--- src/rtl/mem_arbiter_pkg.sv ---
// Shared memory-path defines: access size codes, arbiter FSM states and
// the rob/lsb op-to-size mapping.
package mem_arbiter_pkg;

  typedef enum logic [1:0] {
    SIZE_BYTE = 2'd0,
    SIZE_HALF = 2'd1,
    SIZE_WORD = 2'd2
  } size_e;

  typedef enum logic [1:0] {
    IDLE  = 2'd0,
    FETCH = 2'd1,
    LOAD  = 2'd2,
    STORE = 2'd3
  } state_e;

  typedef enum logic [2:0] {
    OP_LB, OP_LH, OP_LW, OP_LBU, OP_LHU, OP_SB, OP_SH, OP_SW
  } mem_op_e;

  function automatic size_e op_size(input mem_op_e op);
    case (op)
      OP_LB, OP_LBU, OP_SB: return SIZE_BYTE;
      OP_LH, OP_LHU, OP_SH: return SIZE_HALF;
      default:              return SIZE_WORD;
    endcase
  endfunction

  function automatic logic op_signed(input mem_op_e op);
    return (op == OP_LB) || (op == OP_LH);
  endfunction

  // Index of the final byte of an access; the reserved code 3 acts as a word.
  function automatic logic [2:0] size_last(input logic [1:0] size);
    case (size)
      SIZE_BYTE: return 3'd0;
      SIZE_HALF: return 3'd1;
      default:   return 3'd3;
    endcase
  endfunction

endpackage

--- src/rtl/mem_byte_packer.sv ---
// Merges the incoming RAM byte into the partially assembled word and
// produces the sign/zero-extended load result.
module mem_byte_packer
  import mem_arbiter_pkg::*;
(
  input  logic [31:0] bytes_i,
  input  logic [7:0]  byte_i,
  input  logic [1:0]  idx_i,
  input  logic [1:0]  size_i,
  input  logic        signed_i,
  output logic [31:0] word_o,
  output logic [31:0] ext_o
);

  always_comb begin
    word_o = bytes_i;
    word_o[{idx_i, 3'b000} +: 8] = byte_i;
    case (size_i)
      SIZE_BYTE: ext_o = {{24{signed_i & word_o[7]}}, word_o[7:0]};
      SIZE_HALF: ext_o = {{16{signed_i & word_o[15]}}, word_o[15:0]};
      default:   ext_o = word_o;
    endcase
  end

endmodule

--- src/rtl/mem_arbiter.sv ---
// Byte-serial RAM arbiter between instruction fetch, loads and stores.
// Fixed priority store > load > fetch; one byte per cycle.
module mem_arbiter
  import mem_arbiter_pkg::*;
#(
  parameter int unsigned FETCH_BYTES = 4,
  parameter logic [1:0]  IO_ADDR_HI  = 2'b11
) (
  input  logic        clk,
  input  logic        rst,
  input  logic        rdy,
  input  logic        rollback,
  input  logic        if_req,
  input  logic [31:0] if_addr,
  output logic        if_done,
  output logic [31:0] if_data,
  input  logic        ld_req,
  input  logic [31:0] ld_addr,
  input  logic [1:0]  ld_size,
  input  logic        ld_signed,
  output logic        ld_done,
  output logic [31:0] ld_data,
  input  logic        st_req,
  input  logic [31:0] st_addr,
  input  logic [1:0]  st_size,
  input  logic [31:0] st_data,
  output logic        st_begin,
  output logic        st_finish,
  input  logic [7:0]  mem_din,
  output logic [7:0]  mem_dout,
  output logic [31:0] mem_a,
  output logic        mem_wr,
  input  logic        io_buffer_full
);

  localparam logic [2:0] FETCH_LAST = 3'(FETCH_BYTES - 1);

  state_e      state_q, state_d;
  logic [2:0]  cnt_q, cnt_d, last_q, last_d;
  logic [31:0] base_q, base_d, wdata_q, wdata_d, buf_q, buf_d;
  logic [1:0]  size_q, size_d;
  logic        signed_q, signed_d;
  logic [31:0] mem_a_q, mem_a_d, if_data_q, if_data_d, ld_data_q, ld_data_d;
  logic [7:0]  mem_dout_q, mem_dout_d;
  logic        mem_wr_q, mem_wr_d, if_done_q, if_done_d, ld_done_q, ld_done_d;
  logic        st_begin_q, st_begin_d, st_finish_q, st_finish_d;

  logic [31:0] merged_word, ext_word, step_addr;
  logic [1:0]  next_idx;
  logic        store_ok;

  mem_byte_packer u_packer (
    .bytes_i (buf_q),
    .byte_i  (mem_din),
    .idx_i   (cnt_q[1:0]),
    .size_i  (size_q),
    .signed_i(signed_q),
    .word_o  (merged_word),
    .ext_o   (ext_word)
  );

  // A store to the UART window waits while its buffer is full.
  assign store_ok  = st_req && !((st_addr[17:16] == IO_ADDR_HI) && io_buffer_full);
  assign step_addr = base_q + 32'(cnt_q) + 32'd1;
  assign next_idx  = cnt_q[1:0] + 2'd1;

  always_comb begin
    state_d     = state_q;
    cnt_d       = cnt_q;
    last_d      = last_q;
    base_d      = base_q;
    wdata_d     = wdata_q;
    buf_d       = buf_q;
    size_d      = size_q;
    signed_d    = signed_q;
    mem_a_d     = mem_a_q;
    mem_dout_d  = mem_dout_q;
    mem_wr_d    = mem_wr_q;
    if_data_d   = if_data_q;
    ld_data_d   = ld_data_q;
    if_done_d   = 1'b0;
    ld_done_d   = 1'b0;
    st_begin_d  = 1'b0;
    st_finish_d = 1'b0;
    case (state_q)
      IDLE: begin
        cnt_d = '0;
        buf_d = '0;
        if (store_ok) begin
          state_d    = STORE;
          base_d     = st_addr;
          last_d     = size_last(st_size);
          wdata_d    = st_data;
          mem_a_d    = st_addr;
          mem_dout_d = st_data[7:0];
          mem_wr_d   = 1'b1;
          st_begin_d = 1'b1;
        end else if (!rollback && ld_req) begin
          state_d  = LOAD;
          base_d   = ld_addr;
          last_d   = size_last(ld_size);
          size_d   = ld_size;
          signed_d = ld_signed;
          mem_a_d  = ld_addr;
          mem_wr_d = 1'b0;
        end else if (!rollback && if_req) begin
          state_d  = FETCH;
          base_d   = if_addr;
          last_d   = FETCH_LAST;
          size_d   = SIZE_WORD;
          signed_d = 1'b0;
          mem_a_d  = if_addr;
          mem_wr_d = 1'b0;
        end
      end
      FETCH, LOAD: begin
        if (rollback) begin
          state_d = IDLE;
        end else begin
          buf_d = merged_word;
          if (cnt_q == last_q) begin
            state_d = IDLE;
            if (state_q == FETCH) begin
              if_done_d = 1'b1;
              if_data_d = merged_word;
            end else begin
              ld_done_d = 1'b1;
              ld_data_d = ext_word;
            end
          end else begin
            cnt_d   = cnt_q + 3'd1;
            mem_a_d = step_addr;
          end
        end
      end
      STORE: begin
        if (cnt_q == last_q) begin
          state_d     = IDLE;
          mem_wr_d    = 1'b0;
          st_finish_d = 1'b1;
        end else begin
          cnt_d      = cnt_q + 3'd1;
          mem_a_d    = step_addr;
          mem_dout_d = wdata_q[{next_idx, 3'b000} +: 8];
        end
      end
      default: state_d = IDLE;
    endcase
  end

  always_ff @(posedge clk) begin
    if (rst) begin
      state_q     <= IDLE;
      cnt_q       <= '0;
      last_q      <= '0;
      base_q      <= '0;
      wdata_q     <= '0;
      buf_q       <= '0;
      size_q      <= '0;
      signed_q    <= 1'b0;
      mem_a_q     <= '0;
      mem_dout_q  <= '0;
      mem_wr_q    <= 1'b0;
      if_data_q   <= '0;
      ld_data_q   <= '0;
      if_done_q   <= 1'b0;
      ld_done_q   <= 1'b0;
      st_begin_q  <= 1'b0;
      st_finish_q <= 1'b0;
    end else if (rdy) begin
      state_q     <= state_d;
      cnt_q       <= cnt_d;
      last_q      <= last_d;
      base_q      <= base_d;
      wdata_q     <= wdata_d;
      buf_q       <= buf_d;
      size_q      <= size_d;
      signed_q    <= signed_d;
      mem_a_q     <= mem_a_d;
      mem_dout_q  <= mem_dout_d;
      mem_wr_q    <= mem_wr_d;
      if_data_q   <= if_data_d;
      ld_data_q   <= ld_data_d;
      if_done_q   <= if_done_d;
      ld_done_q   <= ld_done_d;
      st_begin_q  <= st_begin_d;
      st_finish_q <= st_finish_d;
    end
  end

  assign mem_a     = mem_a_q;
  assign mem_dout  = mem_dout_q;
  assign mem_wr    = mem_wr_q & rdy;
  assign if_done   = if_done_q;
  assign if_data   = if_data_q;
  assign ld_done   = ld_done_q;
  assign ld_data   = ld_data_q;
  assign st_begin  = st_begin_q;
  assign st_finish = st_finish_q;

endmodule

--- config.mk ---
export PLATFORM = sky130hd
export DESIGN_NAME = mem_arbiter
export DESIGN_NICKNAME = d
export VERILOG_FILES = /design/src/rtl/mem_arbiter_pkg.sv /design/src/rtl/mem_byte_packer.sv /design/src/rtl/mem_arbiter.sv
export SDC_FILE = /design/constraint.sdc
export NUM_CORES = 1
export LEC_CHECK = 0
export ABC_AREA = 1
export BUFFER_PORTS_ARGS = -buffer_cell sky130_fd_sc_hd__buf_2
export CELL_PAD_IN_SITES_DETAIL_PLACEMENT = 1
export CELL_PAD_IN_SITES_GLOBAL_PLACEMENT = 2
export CORE_AREA = 4 4 195 197
export CTS_CLUSTER_SIZE = 40
export DETAILED_ROUTE_END_ITERATION = 8
export DIE_AREA = 0 0 199 201
export GPL_ROUTABILITY_DRIVEN = 0
export PLACE_DENSITY_LB_ADDON = 0.1
export SYNTH_ARGS = -nofsm -noshare
export SYNTH_HDL_FRONTEND = slang
export SYNTH_HIERARCHICAL = 1
export SYNTH_SLANG_ARGS = --single-unit
--- constraint.sdc ---
create_clock -name clk -period 6.4 [get_ports clk]
set_clock_uncertainty 0.1 [all_clocks]
set_input_delay 0.96 -clock clk [delete_from_list [all_inputs] [get_ports clk]]
set_output_delay 0.96 -clock clk [all_outputs]
set_load 0.02 [all_outputs]
* Word level (Yosys, flattened, before mapping)
Cells that the tools add are included.
Word-level totals: logic and storage cells 117, bits in registers 216, bits of input ports 149, output and inout bits 109
Operators by class: bitwise logic cells 6, multiplexer cells 47, $add $sub $neg 5, reductions and logical operators 26, equal/unequal tests 13, shift-type cells 3
Operators with widths (count):
- two-way mux 32 bit | 6
- one-hot mux 32 bit (2 select lines) | 2
- one-hot mux 32 bit (3 select lines) | 1
- adder 32 x 1 -> 32 bit, second input constant | 1
- adder 32 x 3 -> 32 bit | 1
- bitwise mux 32 bit | 1
- variable shift 8 x 7 -> 32 bit, first input constant | 1
- indexed part select 32 x 6 -> 8 bit | 1
- indexed part select 8 x 7 -> 32 bit | 1
- two-way mux 1 bit | 17
- two-way mux 8 bit | 2
- one-hot mux 8 bit (2 select lines) | 1
- two-way mux 3 bit | 5
- two-way mux 2 bit | 7
- AND reduction 3 bit | 4
- AND reduction 4 bit | 3
- AND reduction 5 bit | 2
- one-hot mux 3 bit (3 select lines) | 1
- == test 2 x 1 -> 1 bit, second input constant | 4
- logical NOT 2 bit | 4
- != test 2 bit, second input constant | 4
- one-hot mux 2 bit (2 select lines) | 2
- negation 5 -> 7 bit | 1
- == test 2 bit, second input constant | 3
- other kinds (14) | 25

* Logic depth before layout (Yosys ltp)
depth after elaboration 6, mapped depth 17, mapped depth without buffers 15

* Hierarchy
The synthesis kept the hierarchy.
Modules (own cells, without submodules):
- mem_arbiter | area an instance 10163.5 um2, times used 1, seq. area each 4304.1 um2, cells an instance 1509
- mem_byte_packer | area an instance 975.9 um2, times used 1, seq. area each 0.0 um2, cells an instance 211

* Least setup slack after synthesis
No wires, ideal clock.
path type register to register, start register cnt_q[0], end register mem_a_q[22] (netlist: mem_a[22]), setup slack 4.126 ns, period minus slack after synthesis 2.274 ns, cell stages (with the launch flop) 17, library setup time 0.109 ns, buffers on the path 2, required time 6.191 ns, arrival time 2.065 ns, cells stage by stage dfxtp_1 -> buf_6 -> inv_4 -> clkbuf_1 -> ha_1 -> inv_1 -> fa_1 -> nand2_1 -> nand2_1 -> nand2_1 -> nor2_1 -> nand3_1 -> nand2_1 -> nand2_1 -> nand3_1 -> nand2_1 -> inv_1
On the way: cells in the longest elaborated chain, start to end 5
Ends and longest elaborated chain:
- from (decl) | RTL line mem_arbiter.sv:39 | logic [2:0] cnt_q, cnt_d, last_q, last_d;
- from (signal assigned) | RTL line mem_arbiter.sv:172 | cnt_q <= cnt_d;
- adder 32 x 3 -> 32 bit | RTL line mem_arbiter.sv:64 | assign step_addr = base_q + 32'(cnt_q) + 32'd1;
- adder 32 x 1 -> 32 bit | RTL line mem_arbiter.sv:64
- two-way mux 32 bit (*) | RTL line mem_arbiter.sv:121, mem_arbiter.sv:137
- two-way mux 32 bit | RTL line mem_arbiter.sv:117 | if (rollback) begin
- one-hot mux 32 bit (3 select lines) (*) | RTL line mem_arbiter.sv:85 | case (state_q)
- to (signal assigned) | RTL line mem_arbiter.sv:179 | mem_a_q <= mem_a_d;
- to (decl) | RTL line mem_arbiter.sv:43 | logic [31:0] mem_a_q, mem_a_d, if_data_q, if_data_d, ld_data_q, ld_data_d;
Mark *: on every way between the ends. The rest lies on a longest branch, timed or not. The select of a mux whose other input is x is not followed. A chain may end at the register's enable or synchronous reset.

* Worst setup path in the final report
start input port st_addr[16], end register base_q[22]
On the way: cells in the longest elaborated chain, start to end 6
Ends and longest elaborated chain:
- from (decl) | RTL line mem_arbiter.sv:24 | input logic [31:0] st_addr,
- == test 2 bit (*) | RTL line mem_arbiter.sv:63 | assign store_ok = st_req && !((st_addr[17:16] == IO_ADDR_HI) && io_buffer_full);
- logical AND 1 bit (*) | RTL line mem_arbiter.sv:63
- logical NOT 1 bit (*) | RTL line mem_arbiter.sv:63
- logical AND 1 bit (*) | RTL line mem_arbiter.sv:63
- nonzero test 3 bit (no line)
- AND reduction 3 bit (no line)
- to (signal assigned) | RTL line mem_arbiter.sv:174 | base_q <= base_d;
- to (decl) | RTL line mem_arbiter.sv:40 | logic [31:0] base_q, base_d, wdata_q, wdata_d, buf_q, buf_d;
Mark *: on every way between the ends. The rest lies on a longest branch, timed or not.

==> impl_metrics.ini <==
[run_status]
status = finished, final reports clean

[timing]
fin_crit_ns = 3.39
hold_violations = 0
fin_ws_ns = 3.01
max-slew-margin-rel_pct = 25.3
fmax_mhz = 295
finalSetupViolations = 0
worst_pin_slew_ns = 1.12
rsz0062_at_grt = false
finalCritPeriodShare_pct = 52.9
slew_viol_final = 0
fin_hold_ws_ns = 0.339
setup_tns_ns = 0

[global_routing]
antenna_found_initial = 1
overflow = 0
grt_max_degree = 78
grt.total_usage_pct = 21.0
grt_pass1_wl_um = 68500
first_global_vias = 11927

[min_path]
hp-class = reg2reg
worstHoldStart = if_data[14]
min_delay_path_depth = 2
hold_end = if_data[14]

[placed_design]
numPortBuffers = 257
place_ws_ns = 2.48
dp_hpwl_um = 31600

[yosys]
synthSimpleGateAreaFrac_pct = 31.5
yosys_warnings = 6
synth_top_area_share_pct = 38.6
yosys.area.top_type = dfxtp_1
synthArstFlopShare_pct = 0
yosys-top-cells-count = 581 x nand2_1, 215 x dfxtp_1, 208 x a21oi_1
synth_flop_cell = dfxtp_1
netlist_instances = 1720
synth_cell_types = 37
yosysMostFrequentCell = nand2_1
synth_fa_ha_area_share_pct = 1.53
synth_seq_cells = 215
synth_compound_area_share_pct = 17.6
syn_nets = 1882
muxShareOfSynthArea_pct = 0
yosysSeqAreaShare_pct = 38.6
synthesis.area_um2 = 11100
synth_xor_area_share_pct = 0.865
synth-edff-count = 0
synth_area_leaders = dfxtp_1 39%, nand2_1 20%, a21oi_1 9.3%, nand3_1 5.8%, o21ai_0 4.7%
avgSynthCellArea_um2 = 6.48
synth_top_family_by_area = simple AND/OR/NAND/NOR gates

[setup_path]
r2r_slack_ns = 3.06
r2r_cells = 10
worstPathArrival_ns = 3.73
critPathMaxFanout = 61
worstSetupStartpointType = input pin
r2r-end = base_q[22]
critPathRequiredTime_ns = 6.74
r2r_start = state_q[0]
endpoint_kind = flip-flop
critPathKind = in2reg

[floorplan]
core_region_area_um2 = 36300
die_w_um = 199
start_util_pct = 30.7
rows = 70
io-pin-count = 258
dieArea_um2 = 40000
dieHeight_um = 201

[pwr]
power.density_nw_per_um2 = 287
p_comb_share_pct = 21.6
power.share.clock_pct = 39.2
switching_share_pct = 33.1
ir_drop_v = 0.000208
p_sw_mw = 1.27
p_int_mw = 2.57
p_seq_share_pct = 39.2
p_leak_nw = 5.88

[cts]
path_clk_slew_ns = 0.05
cts_hold_buffers = 0
insertion_delay_ns = 0.55
ctsResizeCount = 0
htree_levels = 1
cts_tree = built
cts_root_buffer = clkbuf_16
clock-sinks = 215
cts_setup_buffers = 0
cts_buffers = 28
clock_path_buffers = 3

[route]
num_vias = 11783
drc_errors = 0
viasPerCell = 4.92
wl_per_cell_um = 18.1
ant_nets = 0
drtIter0Drc = 540
wirelength_um = 43300
first_pass_iters = 5

[cells_and_area]
drive_above_1_share_pct = 17.6
areaGrowthSynthToFinish_pct = 20.1
nFillCells = 4826
nNetsFinal = 2071
seqCellArea_um2 = 4300
multiInputGateArea_um2 = 5740

[flow_run]
cap_violations = 0
[stage by stage]
| step | cells | cell area (µm²) | util [%] | total power, mW |
|---|---|---|---|---|
| floorplan | 1720 | 11100 | - | 2.09 |
| global placement | 2347 | 12500 | 34.5 | 2.36 |
| detailed placement | 2347 | 12500 | 34.5 | 2.37 |
| CTS | 2395 | 13400 | 36.9 | 3.91 |
| global route | 2395 | 13400 | 36.9 | 4.06 |
| finish | 2397 | 13400 | 36.9 | 3.84 |
[final cells by class]
cell class	instances	share of cell area [%]
Sequential cell	215	32.2
Clock inverter	5	0.477
Tap cell	468	4.38
Inverter	132	3.74
Timing Repair Buffer	268	10.2
Multi-Input combinational cell	1264	42.9
Clock buffer	43	6.03
Antenna cell	2	0.0374
[critical path, cell delays in order]
cell	delay [ns]
buf_2	0.10
nand3_1	0.09
nand2_2	0.42
inv_2	0.08
nand2_1	0.08
buf_4	0.41
nand2_2	0.74
inv_1	0.51
nor2_1	0.09
a211oi_1	0.20
[how the worst max path moves through the flow]
stage / startpoint / endpoint / slack, ns / depth (start not counted)
CTS: st_addr[16] / base_q[22] / 3.02 / 10
global placement: st_addr[16] / base_q[22] / 2.55 / 10
finish: st_addr[16] / base_q[22] / 3.01 / 10
global route: st_addr[16] / base_q[22] / 2.67 / 10
detailed placement: st_addr[16] / base_q[22] / 2.48 / 10
floorplan: cnt_q[0] / mem_a[22] / 4.13 / 16
[sequential cells by signal, indices dropped and copies added, names as in the netlist, 2 cells and up]
| name | flops |
|---|---|
| wdata_q | 32 |
| mem_a | 32 |
| cnt_q | 3 |
| size_q | 2 |
| mem_dout | 8 |
| buf_q | 32 |
| state_q | 2 |
| last_q | 2 |
| base_q | 32 |
| if_data | 32 |
| ld_data | 32 |
[power groups by stage]
stage / Combinational, mW / Clock, mW / Sequential [mW]
after floorplan: 0.527 / 0 / 1.57
after global placement: 0.830 / 0 / 1.53
after detailed placement: 0.839 / 0 / 1.53
after CTS: 0.843 / 1.56 / 1.51
after global routing: 0.937 / 1.60 / 1.52
final: 0.829 / 1.51 / 1.51
[placed cells by master, fill, tap and decap left out, types with 4 or more instances in the layout]
master | synthesis | layout
a21oi_1 | 208 | 208
a31oi_1 | 23 | 23
a211oi_1 | 4 | 4
nand2_1 | 581 | 580
nor2_1 | 123 | 122
clkbuf_1 | 44 | 10
dfxtp_1 | 215 | 215
buf_2 | 35 | 256
ha_1 | 12 | 12
o21ai_1 | 30 | 29
xnor2_1 | 7 | 7
inv_2 | 8 | 9
nor2_2 | 4 | 5
clkbuf_16 | 0 | 28
clkbuf_8 | 0 | 5
o21ai_0 | 104 | 104
nand3b_1 | 7 | 7
buf_4 | 13 | 12
nand2_2 | 6 | 7
a41oi_1 | 6 | 6
inv_1 | 119 | 118
nand3_1 | 130 | 130
xor2_1 | 4 | 4
[logic make-up (layout without fill, tap and decap cells)]
family	count (synthesis)	count (layout)
compound gates	377	377
xor+xnor	11	11
flops	215	215
other cells	0	2
fa+ha+maj	13	13
buf+inv	241	448
simple gates	863	863
[per-layer routing]
layer | GRT usage (%) | routed length, µm
met2 | 34.2 | 19600
met4 | 3.71 | 746
met1 | 30.3 | 21100
met3 | 2.77 | 1840
met5 | 0 | 0
Power figures use the tool's default switching activity.
